### src/rtl/md5_pkg.sv
// md5_pkg: shared MD5 constants and helpers.
//   IV_A..IV_D : initial chaining values
//   K_TAB      : additive constants K[0..63]
//   S_TAB      : per-step left-rotate amounts S[0..63]
//   round_t    : which of the four nonlinear functions a step uses
//   bswap32    : byte reversal of a 32-bit word (little-endian <-> big-endian)
package md5_pkg;

  typedef enum logic [1:0] {
    RND_F = 2'd0,
    RND_G = 2'd1,
    RND_H = 2'd2,
    RND_I = 2'd3
  } round_t;

  localparam logic [31:0] IV_A = 32'h67452301;
  localparam logic [31:0] IV_B = 32'hefcdab89;
  localparam logic [31:0] IV_C = 32'h98badcfe;
  localparam logic [31:0] IV_D = 32'h10325476;

  localparam logic [31:0] K_TAB [64] = '{
    32'hd76aa478, 32'he8c7b756, 32'h242070db, 32'hc1bdceee,
    32'hf57c0faf, 32'h4787c62a, 32'ha8304613, 32'hfd469501,
    32'h698098d8, 32'h8b44f7af, 32'hffff5bb1, 32'h895cd7be,
    32'h6b901122, 32'hfd987193, 32'ha679438e, 32'h49b40821,
    32'hf61e2562, 32'hc040b340, 32'h265e5a51, 32'he9b6c7aa,
    32'hd62f105d, 32'h02441453, 32'hd8a1e681, 32'he7d3fbc8,
    32'h21e1cde6, 32'hc33707d6, 32'hf4d50d87, 32'h455a14ed,
    32'ha9e3e905, 32'hfcefa3f8, 32'h676f02d9, 32'h8d2a4c8a,
    32'hfffa3942, 32'h8771f681, 32'h6d9d6122, 32'hfde5380c,
    32'ha4beea44, 32'h4bdecfa9, 32'hf6bb4b60, 32'hbebfbc70,
    32'h289b7ec6, 32'heaa127fa, 32'hd4ef3085, 32'h04881d05,
    32'hd9d4d039, 32'he6db99e5, 32'h1fa27cf8, 32'hc4ac5665,
    32'hf4292244, 32'h432aff97, 32'hab9423a7, 32'hfc93a039,
    32'h655b59c3, 32'h8f0ccc92, 32'hffeff47d, 32'h85845dd1,
    32'h6fa87e4f, 32'hfe2ce6e0, 32'ha3014314, 32'h4e0811a1,
    32'hf7537e82, 32'hbd3af235, 32'h2ad7d2bb, 32'heb86d391
  };

  localparam logic [4:0] S_TAB [64] = '{
    5'd7, 5'd12, 5'd17, 5'd22, 5'd7, 5'd12, 5'd17, 5'd22,
    5'd7, 5'd12, 5'd17, 5'd22, 5'd7, 5'd12, 5'd17, 5'd22,
    5'd5, 5'd9,  5'd14, 5'd20, 5'd5, 5'd9,  5'd14, 5'd20,
    5'd5, 5'd9,  5'd14, 5'd20, 5'd5, 5'd9,  5'd14, 5'd20,
    5'd4, 5'd11, 5'd16, 5'd23, 5'd4, 5'd11, 5'd16, 5'd23,
    5'd4, 5'd11, 5'd16, 5'd23, 5'd4, 5'd11, 5'd16, 5'd23,
    5'd6, 5'd10, 5'd15, 5'd21, 5'd6, 5'd10, 5'd15, 5'd21,
    5'd6, 5'd10, 5'd15, 5'd21, 5'd6, 5'd10, 5'd15, 5'd21
  };

  function automatic logic [31:0] bswap32(input logic [31:0] w);
    return {w[7:0], w[15:8], w[23:16], w[31:24]};
  endfunction

endpackage

### src/rtl/md5_if.sv
// md5_if: message/digest bundle between the candidate generator (master)
// and the MD5 engine (slave).
//   message     : 64-bit message, right-aligned, most significant byte first
//   length      : message length in bits (low 3 bits ignored, capped at 8 bytes)
//   hash        : 128-bit digest, hash[127:120] = first digest byte
//   message_out : padded 512-bit block that produced hash, byte0 = [511:504]
interface md5_if;
  logic [63:0]  message;
  logic [63:0]  length;
  logic [127:0] hash;
  logic [511:0] message_out;

  modport master (output message, output length, input hash, input message_out);
  modport slave  (input message, input length, output hash, output message_out);
endinterface

### src/rtl/md5_step.sv
// md5_step: one combinational MD5 step.
//   a,b,c,d    : current chaining state
//   m          : message word M[g] already selected for this step
//   idx        : step index 0..63 (selects round function, K and S)
//   next_a..d  : state after the step
module md5_step
  import md5_pkg::*;
(
  input  logic [31:0] a,
  input  logic [31:0] b,
  input  logic [31:0] c,
  input  logic [31:0] d,
  input  logic [31:0] m,
  input  logic [5:0]  idx,
  output logic [31:0] next_a,
  output logic [31:0] next_b,
  output logic [31:0] next_c,
  output logic [31:0] next_d
);

  logic [31:0] f;
  logic [31:0] sum;
  logic [31:0] rot;
  logic [4:0]  s;

  always_comb begin
    f = '0;
    case (round_t'(idx[5:4]))
      RND_F:   f = (b & c) | (~b & d);
      RND_G:   f = (d & b) | (~d & c);
      RND_H:   f = b ^ c ^ d;
      RND_I:   f = c ^ (b | ~d);
      default: f = '0;
    endcase
    s      = S_TAB[idx];
    sum    = a + f + K_TAB[idx] + m;
    rot    = (sum << s) | (sum >> (6'd32 - {1'b0, s}));
    next_a = d;
    next_b = b + rot;
    next_c = b;
    next_d = c;
  end

endmodule

### src/rtl/md5_core.sv
// md5_core: free-running single-block MD5 hasher for messages up to 8 bytes.
// Every 65 clocks it loads and pads the current message, runs 64 steps at one
// step per clock and publishes the digest plus the block that produced it.
//   clk  : rising-edge clock
//   rst  : asynchronous active-high reset
//   bus  : md5_if.slave (message/length in, hash/message_out out)
module md5_core
  import md5_pkg::*;
(
  input  logic     clk,
  input  logic     rst,
  md5_if.slave     bus
);

  logic [6:0]   cnt,   cnt_d;
  logic [31:0]  a_q,   a_d;
  logic [31:0]  b_q,   b_d;
  logic [31:0]  c_q,   c_d;
  logic [31:0]  d_q,   d_d;
  logic [511:0] blk_q, blk_d;
  logic [127:0] hash_q, hash_d;
  logic [511:0] mo_q,  mo_d;

  logic [3:0]   n;
  logic [511:0] pad;
  logic         unused_len_bits;

  logic [5:0]   step_idx;
  logic [3:0]   g;
  logic [8:0]   word_base;
  logic [31:0]  m_word;
  logic [31:0]  na, nb, nc, nd;

  assign unused_len_bits = ^bus.length[2:0];

  // Byte count N = min(length>>3, 8); any bit at 64 or above saturates to 8.
  always_comb begin
    n   = (|bus.length[63:6]) ? 4'd8 : {1'b0, bus.length[5:3]};
    pad = '0;
    for (int unsigned j = 0; j < 56; j++) begin
      if (j < 32'(n)) begin
        pad[511 - 8*j -: 8] = bus.message[8*(32'(n) - 1 - j) +: 8];
      end else if (j == 32'(n)) begin
        pad[511 - 8*j -: 8] = 8'h80;
      end
    end
    pad[63:56] = {1'b0, n, 3'b000};
  end

  // cnt==64 wraps its low six bits to 0, so cnt-1 yields step 63 there.
  // The message index only depends on i mod 16, hence 4-bit arithmetic.
  always_comb begin
    step_idx = cnt[5:0] - 6'd1;
    g        = '0;
    case (round_t'(step_idx[5:4]))
      RND_F:   g = step_idx[3:0];
      RND_G:   g = step_idx[3:0] * 4'd5 + 4'd1;
      RND_H:   g = step_idx[3:0] * 4'd3 + 4'd5;
      RND_I:   g = step_idx[3:0] * 4'd7;
      default: g = '0;
    endcase
    word_base = 9'd511 - {g, 5'b00000};
    m_word    = bswap32(blk_q[word_base -: 32]);
  end

  md5_step u_step (
    .a      (a_q),
    .b      (b_q),
    .c      (c_q),
    .d      (d_q),
    .m      (m_word),
    .idx    (step_idx),
    .next_a (na),
    .next_b (nb),
    .next_c (nc),
    .next_d (nd)
  );

  always_comb begin
    cnt_d  = cnt;
    a_d    = a_q;
    b_d    = b_q;
    c_d    = c_q;
    d_d    = d_q;
    blk_d  = blk_q;
    hash_d = hash_q;
    mo_d   = mo_q;
    if (cnt == 7'd0) begin
      blk_d = pad;
      a_d   = IV_A;
      b_d   = IV_B;
      c_d   = IV_C;
      d_d   = IV_D;
      cnt_d = 7'd1;
    end else begin
      a_d   = na;
      b_d   = nb;
      c_d   = nc;
      d_d   = nd;
      cnt_d = cnt + 7'd1;
      if (cnt == 7'd64) begin
        cnt_d  = 7'd0;
        hash_d = {bswap32(IV_A + na), bswap32(IV_B + nb),
                  bswap32(IV_C + nc), bswap32(IV_D + nd)};
        mo_d   = blk_q;
      end
    end
  end

  always_ff @(posedge clk or posedge rst) begin
    if (rst) begin
      cnt    <= '0;
      a_q    <= '0;
      b_q    <= '0;
      c_q    <= '0;
      d_q    <= '0;
      blk_q  <= '0;
      hash_q <= '0;
      mo_q   <= '0;
    end else begin
      cnt    <= cnt_d;
      a_q    <= a_d;
      b_q    <= b_d;
      c_q    <= c_d;
      d_q    <= d_d;
      blk_q  <= blk_d;
      hash_q <= hash_d;
      mo_q   <= mo_d;
    end
  end

  assign bus.hash        = hash_q;
  assign bus.message_out = mo_q;

endmodule

### src/flat_wrapper.sv
// flat-port wrapper written by rule: the top's interface ports become plain ports
module md5_core_flat import md5_pkg::*;
  (clk, rst, bus_message, bus_length, bus_hash, bus_message_out);
  md5_if bus_i ();
  input  logic clk;
  input  logic rst;
  input wire logic [$bits(bus_i.message)-1:0] bus_message;
  input wire logic [$bits(bus_i.length)-1:0] bus_length;
  output wire logic [$bits(bus_i.hash)-1:0] bus_hash;
  output wire logic [$bits(bus_i.message_out)-1:0] bus_message_out;
  assign bus_i.message = bus_message;
  assign bus_i.length = bus_length;
  assign bus_hash = bus_i.hash;
  assign bus_message_out = bus_i.message_out;
  md5_core u_core (.clk(clk), .rst(rst), .bus(bus_i));
endmodule
### config.mk
export PLATFORM = sky130hd
export DESIGN_NAME = md5_core_flat
export DESIGN_NICKNAME = d
export VERILOG_FILES = /design/src/rtl/md5_pkg.sv /design/src/rtl/md5_if.sv /design/src/rtl/md5_step.sv /design/src/rtl/md5_core.sv /design/src/flat_wrapper.sv
export SDC_FILE = /design/constraint.sdc
export NUM_CORES = 2
export LEC_CHECK = 0
export CORE_ASPECT_RATIO = 2
export CORE_MARGIN = 4
export CORE_UTILIZATION = 30
export DETAILED_ROUTE_END_ITERATION = 8
export PLACE_DENSITY = 0.53
export SETUP_SLACK_MARGIN = 0.4
export SLEW_MARGIN = 20
export SYNTH_ARGS = -nofsm -noshare
export SYNTH_HDL_FRONTEND = slang
export SYNTH_SLANG_ARGS = --single-unit
### constraint.sdc
create_clock -name clk -period 22.5 [get_ports clk]
set_clock_uncertainty 0.1 [all_clocks]
set_input_delay 3.375 -clock clk [delete_from_list [all_inputs] [get_ports clk]]
set_output_delay 3.375 -clock clk [all_outputs]
set_load 0.01 [all_outputs]
==> out/summary.txt <==
Result of the run - finished clean
Worst Path Buf+Inv - 8
Level count of the clock H-tree - 2
DR pass1 iterations - 6
Count of vias placed by the detailed router - 36581
CTS Root Buffer Type - clkbuf_16
Port Buf Inserts - 379
Pins over their slew limit - 0
Endpoint of the worst-slack reg-to-reg timing path - u_core.bus.hash[67]
Detailed-route wire length per cell - 26.6 µm
CP endpoint kind - flop
RSZ-0062 raised after global routing - no
Max cap viols - 0
Die area - 141000 µm²
Critical path depth in cells - 47
Chip Height - 526 µm
Largest stage delay on the critical path - 0.74 ns
Mean cell area of the mapped netlist - 8.14 µm²
Number of standard-cell rows in the floorplan - 190
Num CTS Buffers - 50
Total GRT Usage - 0.251
Total global routing overflow - 0
Most used cell along the critical path - buf_4
Fin nets - 5408
Gates resized, CTS repair - 0
Count of endpoints failing setup in the final report - 0
Clk pin slew, worst setup/hold paths - 0.07 ns
Post-synthesis cell area - 40300 µm²
CTS tree - yes
Number of ports placed on the die boundary - 770
First element of the critical path - u_core.cnt[1]
Maximum fanout encountered on the critical timing path - 51
Library cells used by synthesis - 96
Via count of the first global-routing pass - 35428
Core area - 134000 µm²
Worst-path cell with the longest stage delay - xor2_1
Hold slack - 0.376 ns
Pin count of the biggest net entering global routing - 149
Final WL - 183000 µm
Endpoints failing hold - 0
Initial antenna violation count - 25
Crit path max-delay family - compound AO/OA/AOI/OAI gates
Share of layout cells above drive strength 1 - 0.0593
Share of the cycle needed by the critical path after routing - 0.661
Critical path required time - 23.01 ns
Post CTS Setup Buffer Count - 0
Clock Sinks - 513
Clock latency of the later-clocked register in the worst-skew pair - 0.67 ns
Capturing instance or port of the critical path - u_core.bus.hash[67]
Type of the worst min-delay path - reg -> reg
Startpoint types - flop
Crit path time final - 14.88 ns
Number of cell instances on the worst register-to-register path - 47
Total number of yosys warnings - 0
Setup Total Neg Slack - 0 ns
Number of nets with antenna violations after detailed routing - 0
Fmax achieved - 67.2 MHz
Maximum count of clock buffers along a single path - 3
Initial drt markers - 2828
Async S/R FF share, synth - 1.00
EDFF count, synth - 0
Synth Flop Type - dfrtp_1
Width of the die - 267 µm
Startpoint-to-endpoint class of the critical path - reg -> reg
Via density - 5.32
First-pass GRT wire length - 256000 µm
Arrival time of data at the critical path endpoint - 15.39 ns
Portion of the post-synthesis area used by sequential elements - 0.318
Synth Register Bits - 513
Area added between synthesis and finish - 14.3%
Worst hold path stage count - 2
Reg-to-reg setup timing slack - 7.62 ns
Relative max-transition margin - 0.184
Initial core utilization - 0.301
Last weighted congestion value of the routability-driven placer - 1.03
Transition time at the pin with the least slew margin - 1.21 ns
Cells after synthesis - 4949
HPWL after detailed placement - 145000 µm
Launch instance of the worst register-to-register path - u_core.cnt[1]
DRC violations left - 0
Post-cts hold buffer count - 0
==> worst reg2reg max path, delay by kind of cell, from the launching register on <==
family                     cells  cell delay [ns]
AOI/OAI and AO/OA             14             4.31
xor gates and xnor gates       5             1.57
adders and majority gates      8             3.64
buffers and inverters          8             1.75
DFF                            1             0.36
muxes                          3             1.24
and+or+nand+nor                9             1.87
==> cells by family after synthesis <==
| family | Yosys count | synth area share |
|---|---|---|
| mux | 221 | 0.0703 |
| compound gates | 1159 | 0.179 |
| flops | 513 | 0.318 |
| other cells | 1 | 0.0000930 |
| buf+inv | 824 | 0.114 |
| simple gates | 1818 | 0.198 |
| xor+xnor | 238 | 0.0538 |
| fa+ha+maj | 175 | 0.0666 |
==> registers in the layout, summed over array words and instances (netlist names) <==
register and flops:
u_core.c_q 32, u_core.b_q 32, u_core.cnt 7, u_core.d_q 32
u_core.bus.message_out 125, u_core.blk_q 125, u_core.bus.hash 128, u_core.a_q 32
==> worst min-delay path by stage <==
stage	start	endpoint	slack (ns)
floorplan	u_core.blk_q[443]	u_core.bus.message_out[443]	0.34
global placement	u_core.bus.message_out[416]	u_core.bus.message_out[416]	0.36
detailed placement	u_core.bus.message_out[60]	u_core.bus.message_out[60]	0.36
CTS	u_core.bus.message_out[60]	u_core.bus.message_out[60]	0.38
global route	u_core.bus.message_out[452]	u_core.bus.message_out[452]	0.40
finish	u_core.bus.message_out[452]	u_core.bus.message_out[452]	0.38
==> cell usage in the layout, fill, tap and decap left out, types with 18 or more instances in the layout <==
master and count:
and3_1 19, buf_4 74, ha_1 108, mux4_2 43, mux2i_1 143, a211oi_1 59, xor2_1 97, clkdlybuf4s50_1 379
o21a_1 18, mux2_2 30, o221ai_1 18, a21o_1 40, nor2_1 338, a21oi_1 241, nor4_1 22, xnor2_1 126
nand4_1 21, dfrtp_1 513, and2_1 131, o211ai_1 55, clkbuf_16 50, fa_1 66, nand2b_1 54, inv_1 77
or2_2 18, o21ai_0 410, nor3_1 73, a31oi_1 98, nand2_1 966, nand3_1 104, conb_1 387, or3_1 20
==> layer usage <==
| metal | vias to the layer above | wire (µm) | track usage |
|---|---|---|---|
| met5 | - | 36 | 0 |
| met4 | 4 | 20700 | 0.224 |
| met3 | 538 | 10700 | 0.0353 |
| met2 | 1809 | 94700 | 0.460 |
| met1 | 17624 | 56700 | 0.239 |
| li1 | 16606 | - | - |
==> per-stage QoR <==
stage | instances | setup WS, ns | instance area [µm²] | util
4_1_cts | 6868 | 7.81 | 46000 | 0.344
5_1_grt | 6874 | 7.18 | 46100 | 0.344
3_3_place_gp | 6778 | 7.88 | 44200 | 0.330
3_5_place_dp | 6778 | 7.83 | 44200 | 0.330
6_report | 6874 | 7.62 | 46100 | 0.344
2_1_floorplan | 5335 | 4.70 | 41800 | -
==> Yosys cell counts, drive strengths merged, types with 8 or more instances <==
cell	n	area, µm²
or2	19	119
buf	455	3200
o2111ai	9	78.8
inv	82	308
clkbuf	284	1070
fa	66	1320
and3	19	119
a311o	9	90.1
mux4	45	1020
ha	109	1360
nand3	104	521
a21oi	243	1220
nor2	340	1300
dfrtp	513	12800
nor4	23	144
nand2	969	3640
a221oi	14	123
a211o	16	140
mux2i	146	1470
o21a	18	135
o21ai	411	2060
a221o	8	80.1
xor2	98	858
mux2	30	338
and2	132	826
a22oi	8	60.1
o22ai	13	81.3
o221ai	18	158
a311oi	16	140
nor3b	10	86.3
o311ai	13	114
a21boi	15	113
nand2b	55	344
nor3	73	365
o31ai	16	125
a21o	40	300
xnor2	138	1260
nor2b	11	68.8
o211ai	55	413
or3	20	125
a31oi	99	619
a211oi	60	455
nand4	21	131
==> area by class of cell <==
class / count / area, µm²
fillers: 14116 / 87800
multi-input cells: 3998 / 24500
flip-flops and latches: 513 / 12800
repair buffers: 455 / 4400
well taps: 1728 / 2160
clock buffers: 61 / 1350
clock inverters: 29 / 467
inverters: 85 / 327
diodes: 5 / 12.5
Power is not shown: default switching activity piles up to over one toggle a cycle in this logic, so the estimate is an artifact.
